==> src/rtl/x_counter_4_bit_ctrl.sv <==
// Start/stop programmable-period timer around a 4-bit counter.
// One-shot or periodic operation with a single-cycle done pulse at terminal count.
module x_counter_4_bit_ctrl (
  input  logic i_clk,
  input  logic i_rst,
  input  logic i_start,
  input  logic i_stop,
  input  logic i_periodic,
  input  logic i_period_3,
  input  logic i_period_2,
  input  logic i_period_1,
  input  logic i_period_0,
  output logic o_busy,
  output logic o_done,
  output logic o_count_3,
  output logic o_count_2,
  output logic o_count_1,
  output logic o_count_0
);

  typedef enum logic [0:0] {
    ST_IDLE = 1'b0,
    ST_RUN  = 1'b1
  } state_t;

  state_t     state_q, state_d;
  logic [3:0] count_q, count_d;
  logic [3:0] period_q, period_d;
  logic       periodic_q, periodic_d;
  logic       done_q, done_d;
  logic       busy_q, busy_d;
  logic [3:0] period_in_s;

  assign period_in_s = {i_period_3, i_period_2, i_period_1, i_period_0};

  // Next-state decode: stop beats terminal, terminal beats increment.
  always_comb begin
    state_d    = state_q;
    count_d    = count_q;
    period_d   = period_q;
    periodic_d = periodic_q;
    done_d     = 1'b0;
    busy_d     = busy_q;
    case (state_q)
      ST_IDLE: begin
        count_d = 4'd0;
        if (i_start && !i_stop) begin
          period_d   = period_in_s;
          periodic_d = i_periodic;
          state_d    = ST_RUN;
          busy_d     = 1'b1;
        end else begin
          state_d = ST_IDLE;
          busy_d  = 1'b0;
        end
      end
      ST_RUN: begin
        if (i_stop) begin
          state_d = ST_IDLE;
          count_d = 4'd0;
          busy_d  = 1'b0;
        end else if (count_q == period_q) begin
          done_d  = 1'b1;
          count_d = 4'd0;
          if (periodic_q) begin
            state_d = ST_RUN;
            busy_d  = 1'b1;
          end else begin
            state_d = ST_IDLE;
            busy_d  = 1'b0;
          end
        end else begin
          count_d = count_q + 4'd1;
          busy_d  = 1'b1;
        end
      end
      default: begin
        state_d    = ST_IDLE;
        count_d    = 4'd0;
        period_d   = 4'd0;
        periodic_d = 1'b0;
        busy_d     = 1'b0;
      end
    endcase
  end

  // State and output registers; busy is kept as its own flop so outputs stay flop-driven.
  always_ff @(posedge i_clk or posedge i_rst) begin
    if (i_rst) begin
      state_q    <= ST_IDLE;
      count_q    <= 4'd0;
      period_q   <= 4'd0;
      periodic_q <= 1'b0;
      done_q     <= 1'b0;
      busy_q     <= 1'b0;
    end else begin
      state_q    <= state_d;
      count_q    <= count_d;
      period_q   <= period_d;
      periodic_q <= periodic_d;
      done_q     <= done_d;
      busy_q     <= busy_d;
    end
  end

  assign o_busy    = busy_q;
  assign o_done    = done_q;
  assign o_count_3 = count_q[3];
  assign o_count_2 = count_q[2];
  assign o_count_1 = count_q[1];
  assign o_count_0 = count_q[0];

endmodule

==> config.mk <==
export PLATFORM = sky130hd
export DESIGN_NAME = x_counter_4_bit_ctrl
export DESIGN_NICKNAME = d
export VERILOG_FILES = /design/src/rtl/x_counter_4_bit_ctrl.sv
export SDC_FILE = /design/constraint.sdc
export NUM_CORES = 1
export LEC_CHECK = 0
export ABC_AREA = 1
export BUFFER_PORTS_ARGS = -buffer_cell sky130_fd_sc_hd__buf_2
export CORE_AREA = 2 2 39 41
export DETAILED_ROUTE_END_ITERATION = 10
export DIE_AREA = 0 0 41 43
export GPL_ROUTABILITY_DRIVEN = 0
export HOLD_SLACK_MARGIN = 0.08
export PLACE_DENSITY_LB_ADDON = 0.15
export REMOVE_ABC_BUFFERS = 1
export SYNTH_ARGS = -nofsm -noshare
export SYNTH_HDL_FRONTEND = slang
export SYNTH_SLANG_ARGS = --single-unit
==> constraint.sdc <==
create_clock -name i_clk -period 1.66 [get_ports i_clk]
set_clock_uncertainty 0.15 [all_clocks]
set_input_delay 0.498 -clock i_clk [delete_from_list [all_inputs] [get_ports i_clk]]
set_output_delay 0.498 -clock i_clk [all_outputs]
set_load 0.005 [all_outputs]
Word level (Yosys, flattened, before mapping)

Index checks and enable logic that the tools add are counted.

$add $sub $neg: 1
Eq/ne operators: 1
Muxes and demuxes: 11
Bitwise logic cells: 1
Reductions and logical operators: 3

Operators with widths:

| cell                                                           | count |
|---|---|
| 4-bit two-way mux                                              | 2 |
| 4-bit case mux with 2 select lines                             | 1 |
| 1-bit two-way mux                                              | 7 |
| 4-bit by 1-bit adder with 4-bit output (second input constant) | 1 |
| 4-bit equality test                                            | 1 |
| 1-bit case mux with 2 select lines                             | 1 |
| 2-bit AND reduction                                            | 1 |
| 1-bit logical AND                                              | 1 |
| 1-bit logical NOT                                              | 1 |
| 1-bit inverter                                                 | 1 |

Register bits: 11
Bits of input ports: 9
Output and inout port bits: 6

Logic depth before layout (Yosys ltp)

Gate-level depths: netlist of run 1.

Depth after elaboration: 4
Depth in mapped cells: 7

Worst setup path before layout of run 1

OpenSTA, ideal clock, no wires.

Kind: input-to-reg
Start: input i_stop
End: register period_q[0]
Library setup time: 0.127 ns
Arrival time: 0.874 ns
Data required time: 1.383 ns
Path slack: 0.509 ns
Stages on the path: 4
Buffers on the path: 0
Cells stage by stage: inv_1 -> nand3_1 -> inv_1 -> o21ai_0

Word-level cells in the longest chain between the ends: 3

Ends and longest elaborated chain:

| element                       | line | RTL |
|---|---|---|
| start, declared               | 7    | `input logic i_stop,` |
| 1-bit logical NOT             | 47   | `if (i_start && !i_stop) begin` |
| 1-bit logical AND             | 47   |  |
| 2-bit AND reduction (no line) | n/a  |  |
| end signal, assigned          | 99   | `period_q <= period_d;` |
| end, declared                 | 28   | `logic [3:0] period_q, period_d;` |

No other way between the ends.
A chain may end at the register's enable or synchronous reset.

Final worst setup path of run 1

Start: register count_q[0]
End: output o_count_0

RTL lines:

| element                | line | RTL |
|---|---|---|
| start, declared        | 27   | `logic [3:0] count_q, count_d;` |
| start signal, assigned | 98   | `count_q <= count_d;` |
| end, declared          | 18   | `output logic o_count_0` |

No word-level cell between the ends.

==> run summary, run 1 <==
Commonest cells after routing, fill and taps aside: nand2_1, inv_1, buf_2, dfrtp_1, nor2_1
Synthesized flop and latch total: 11
Initial core utilization: 0.381
Critical path peak fanout: 6
CP arrival: 0.86 ns
Leakage power: 0.000379 µW
Worst-path clk slew: 0.07 ns
Max stage delay on crit path: 0.44 ns
Initial antenna violation count: 0
Status: completed
Final Hold Violating Endpoints: 0
Port Buf Inserts: 14
Pwr Density: 1240 mW/mm²
CTS tree: yes
Buffer depth of the longest clock path: 2
Row count: 14
Worst-Skew Late Latency: 0.26 ns
Worst-Margin Slew: 0.411 ns
Netlist Area Pre-Place: 527 µm²
WL final: 922 µm
Pin count of the biggest net entering global routing: 12
Crit share post-route: 0.910
Post-synthesis cell count: 67
Setup violations, final: 0
Largest area contributor in the netlist: dfrtp_1
First-pass GRT wire length: 1.54 mm
Die Area: 0.00176 mm²
Slew Limit Fails: 0
CP max-delay cell: dfrtp_1
Critical path, cell by cell: buf_2
Placed Cells: 97
RSZ-0062 raised after global routing: false
Via count: 439
Antenna-violating nets left: 0
Die Width: 41 µm
CP required: 1.01 ns
Dominant cells by area after synthesis: dfrtp_1, nand2_1, inv_1
CTS Hold Buffers Added: 1
Max-cap violations: 0
Worst setup margin: 0.150 ns
Share of cells above drive strength 1: 0.256
Io pins: 15
Post-Layout Cell Count: 102
Remaining routing DRC violations: 0
Timing-limited maximum frequency: 0.662 GHz
Number of H-tree levels: 1
WL met3: 36 µm
DP HPWL: 707 µm
Avg Cell Area, Syn: 7.86 µm²
Post-CTS Setup Inserts: 0
Post-synthesis sequential area ratio: 0.523
Post-cts sizing count: 0
Clock sinks: 11
Post-DR vias/cell: 4.30
Met2 WL: 451 µm
Crit. End Element: output pin
Worst setup SP type: flop
CTS Buf Count: 3
Commonest non-fill, non-tap cell in the layout: nand2_1
Met1 WL: 425 µm
Vias in the first global route: 374
Root buffer cell: clkbuf_4
Relative slew slack: 0.726
Netlist cell types: 13
Yosys top cell area share: 0.523
Pre-antenna DRT Iters: 2
Wire length per cell: 9.04 µm
Fillers: 146
CP top delay family: flip-flops
Peak supply drop: 0.533 mV
Pre-CTS setup slack: 0.265 ns
Critical path class: reg -> out
Antenna cells: 0
Fin nets: 97
TNS Setup: 0 ns
Chip Height: 43 µm
Grt total ovfl: 0
Crit path buf inv count: 1
DR iter-0 viols: 2
Yosys warns: 0
Minimum clock period: 1.51 ns
Area grow syn2layout: 24.0%
Top Metal Used: met4
Core Footprint: 0.00138 mm²
Worst hold path class: in -> reg
Total Routing Usage GR: 0.134
metal layers:
metal	global-route usage	up-vias
met4	0.100	0
met1	0.190	198
met2	0.169	7
met3	0.0314	2
met5	0	-
li1	-	232
per-stage QoR:
stage	util	power [µW]	instance area, µm²	hold slack [ns]
floorplan	-	568	527	0.200
global placement	0.446	634	617	0.318
detailed placement	0.446	641	617	0.318
CTS	0.472	826	653	0.267
global route	0.472	892	653	0.301
finish	0.472	811	653	0.274
synth_stat cells (all sizes together):
cell type and n:
dfrtp 11, o21ai 4, ha 1, nand2 25, nand3 2, inv 15, xnor2 1, nor2 7
xor2 1
sequential cells by signal, indices dropped and copies added (netlist names):
name        count
count_q         4
o_busy          1
period_q        4
periodic_q      1
o_done          1
cell families (layout without fill, tap and decap cells):
kind of cell,after synthesis,in the layout,synth area share
buf+inv,15,34,0.107
xor+xnor,2,2,0.0333
flops,11,11,0.523
fa+ha+maj,1,1,0.0237
simple gates,34,34,0.276
compound gates,4,4,0.0380
worst paths after layout:
check	slack, ns	start	cells after the start	end
worst min-delay path	0.27	i_periodic	3	periodic_q
worst max register to register	0.47	count_q[0]	7	count_q[0]
max in group asynchronous	0.46	i_rst	3	period_q[2]
worst max-delay path	0.15	count_q[0]	1	o_count_0
min in group asynchronous	0.61	i_rst	3	period_q[3]
worst min register to register	0.34	periodic_q	2	periodic_q
power by group:
group	leakage [µW]	internal (µW)	switching, µW
Combinational	0.000220	101	149
Clock	0.0000150	92.9	85.5
Sequential	0.000144	339	44.9
worst register-to-register path, cell delays in order, from the launching register on:
cell and delay, ns:
dfrtp_1 0.44, inv_1 0.06, nand2_1 0.05, nand2_1 0.05, nor2_1 0.11, nand2_2 0.09
nand2_4 0.09, nor2_1 0.04
final cells by class:
| class | instances | area, µm² | area share |
|---|---|---|---|
| clock buffers | 4 | 26.3 | 0.0402 |
| inverters | 15 | 56.3 | 0.0862 |
| multi-input cells | 41 | 195 | 0.299 |
| flip-flops and latches | 11 | 275 | 0.421 |
| well taps | 16 | 20.0 | 0.0307 |
| repair buffers | 15 | 80.1 | 0.123 |
Note: power is estimated with default switching activity, not from simulation.
==> inputs of run 2 (changes only) <==
CORE_AREA = unset   (was 2 2 39 41)
CORE_MARGIN = 2   (was unset)
CORE_UTILIZATION = 40   (was unset)
DIE_AREA = unset   (was 0 0 41 43)
MAX_ROUTING_LAYER = met4   (was unset)
REMOVE_ABC_BUFFERS = unset   (was 1)
==> run 2 against run 1 <==
Via count up 2.3%. Die area down 7.9%. Clock power about the same. Design area down 0.19%. Routed wire length down 3.9%. Sequential share of layout area up 0.081 points. Fmax up 0.76%. Register-to-register slack about the same. Critical endpoint unchanged. Total power about the same.
==> run summary, run 2 (synthesis results as in run 1) <==
Status: completed (unchanged)
Leakage power: 0.000379 µW (unchanged)
Antenna cells: 0 (unchanged)
Number of H-tree levels: 1 (unchanged)
Row count: 13 (was 14)
DR iter-0 viols: 6 (was 2)
Max stage delay on crit path: 0.44 ns (about the same)
Pre-antenna DRT Iters: 4 (was 2)
DP HPWL: 659 µm (was 707 µm)
CP required: 1.01 ns (about the same)
Max-cap violations: 0 (unchanged)
Timing-limited maximum frequency: 0.667 GHz (was 0.662 GHz)
Fin util: 0.514 (was 0.472)
Worst hold path class: in -> reg (unchanged)
Fillers: 138 (was 146)
Largest regs: count_q x4, period_q x4 (unchanged)
Die Area: 0.00162 mm² (was 0.00176 mm²)
CTS tree: yes (unchanged)
Peak supply drop: 0.502 mV (was 0.533 mV)
Worst-path clk slew: 0.07 ns (about the same)
Area grow syn2layout: 23.8% (was 24.0%)
Post-cts sizing count: 0 (unchanged)
Grt total ovfl: 0 (unchanged)
Multi-input combinational cell area: 195 µm² (unchanged)
Chip Height: 40.3 µm (was 43 µm)
CTS Buf Count: 3 (unchanged)
Clock sinks: 11 (unchanged)
Worst setup margin: 0.161 ns (was 0.150 ns)
Minimum clock period: 1.50 ns (was 1.51 ns)
Share of cells above drive strength 1: 0.256 (unchanged)
Die Width: 40.3 µm (was 41 µm)
Post-DR vias/cell: 4.45 (was 4.30)
Pwr Density: 1240 mW/mm² (about the same)
Register Area: 275 µm² (unchanged)
Worst-Margin Slew: 0.418 ns (was 0.411 ns)
Crit. End Element: output pin (unchanged)
Remaining routing DRC violations: 0 (unchanged)
Critical path peak fanout: 6 (unchanged)
Fin nets: 97 (unchanged)
Slew Limit Fails: 0 (unchanged)
CP top delay family: flip-flops (unchanged)
Commonest cells after routing, fill and taps aside: nand2_1, inv_1, buf_2, dfrtp_1, nor2_1 (unchanged)
CP arrival: 0.85 ns (was 0.86 ns)
Wire length per cell: 8.77 µm (was 9.04 µm)
Final Hold Violating Endpoints: 0 (unchanged)
Via count: 449 (was 439)
Antenna-violating nets left: 0 (unchanged)
Relative slew slack: 0.721 (was 0.726)
Worst-Skew Late Latency: 0.26 ns (about the same)
Crit share post-route: 0.903 (was 0.910)
Buffer depth of the longest clock path: 2 (unchanged)
First-pass GRT wire length: 1.47 mm (was 1.54 mm)
RSZ-0062 raised after global routing: false (unchanged)
Root buffer cell: clkbuf_4 (unchanged)
Worst setup SP type: flop (unchanged)
TNS Setup: 0 ns (unchanged)
Commonest non-fill, non-tap cell in the layout: nand2_1 (unchanged)
Vias in the first global route: 378 (was 374)
Critical path, cell by cell: buf_2 (unchanged)
Pre-CTS setup slack: 0.292 ns (was 0.265 ns)
Pin count of the biggest net entering global routing: 12 (unchanged)
Synth Net Count: 77
Initial core utilization: 0.415 (was 0.381)
Critical path class: reg -> out (unchanged)
WL final: 886 µm (was 922 µm)
Core Footprint: 0.00127 mm² (was 0.00138 mm²)
Io pins: 15 (unchanged)
Initial antenna violation count: 0 (unchanged)
Setup violations, final: 0 (unchanged)
Crit path buf inv count: 1 (unchanged)
CP max-delay cell: dfrtp_1 (unchanged)
Fin area: 652 µm² (was 653 µm²)
Cell Area, Placed: 616 µm² (was 617 µm²)
Total Routing Usage GR: 0.147 (was 0.134)
Port Buf Inserts: 14 (unchanged)
==> run 2: cell counts in the layout (fill, tap and decap cells not counted) <==
Identical to the previous run, type by type.
==> run 2: final timing paths <==
check	from	to	slack, ns	depth (start not counted)
min in group asynchronous	i_rst	periodic_q	0.61	3
max in group asynchronous	i_rst	count_q[0]	0.46	3
setup / recovery	count_q[0]	o_count_0	0.16	1
hold reg to reg	periodic_q	periodic_q	0.33	2
hold / removal	i_periodic	periodic_q	0.27	3
setup reg to reg	count_q[2]	count_q[0]	0.46	6
==> run 2: per-stage QoR <==
stage / hold WS [ns] / instances / total power, µW
after floorplan: 0.200 / 67 / 568
after global placement: 0.317 / 96 / 633
after detailed placement: 0.321 / 96 / 636
after CTS: 0.265 / 101 / 825
after global routing: 0.281 / 101 / 897
final: 0.274 / 101 / 811
==> run 2: routing by layer <==
layer,track usage,part of all wire
met1,0.185,0.47
met2,0.210,0.46
met3,0.0333,0.049
met4,0.100,0.016
met5,-,0
==> run 2: layout make-up <==
cell class / instances / share of cell area
flip-flops and latches: 11 / 0.422
clock buffers: 4 / 0.0403
inverters: 15 / 0.0864
repair buffers: 15 / 0.123
well taps: 15 / 0.0288
multi-input cells: 41 / 0.299
==> run 2: repair_timing <==
item                      CTS  global route
hold endpoints to repair   11             0
hold buffers                1             0
setup buffers               0             0
==> run 2: power by group <==
group | internal [µW] | switching (µW) | leakage (µW)
clock network | 92.9 | 85.4 | 0.0000150
registers | 339 | 43.2 | 0.000144
logic | 101 | 150 | 0.000220
total | 532 | 279 | 0.000379
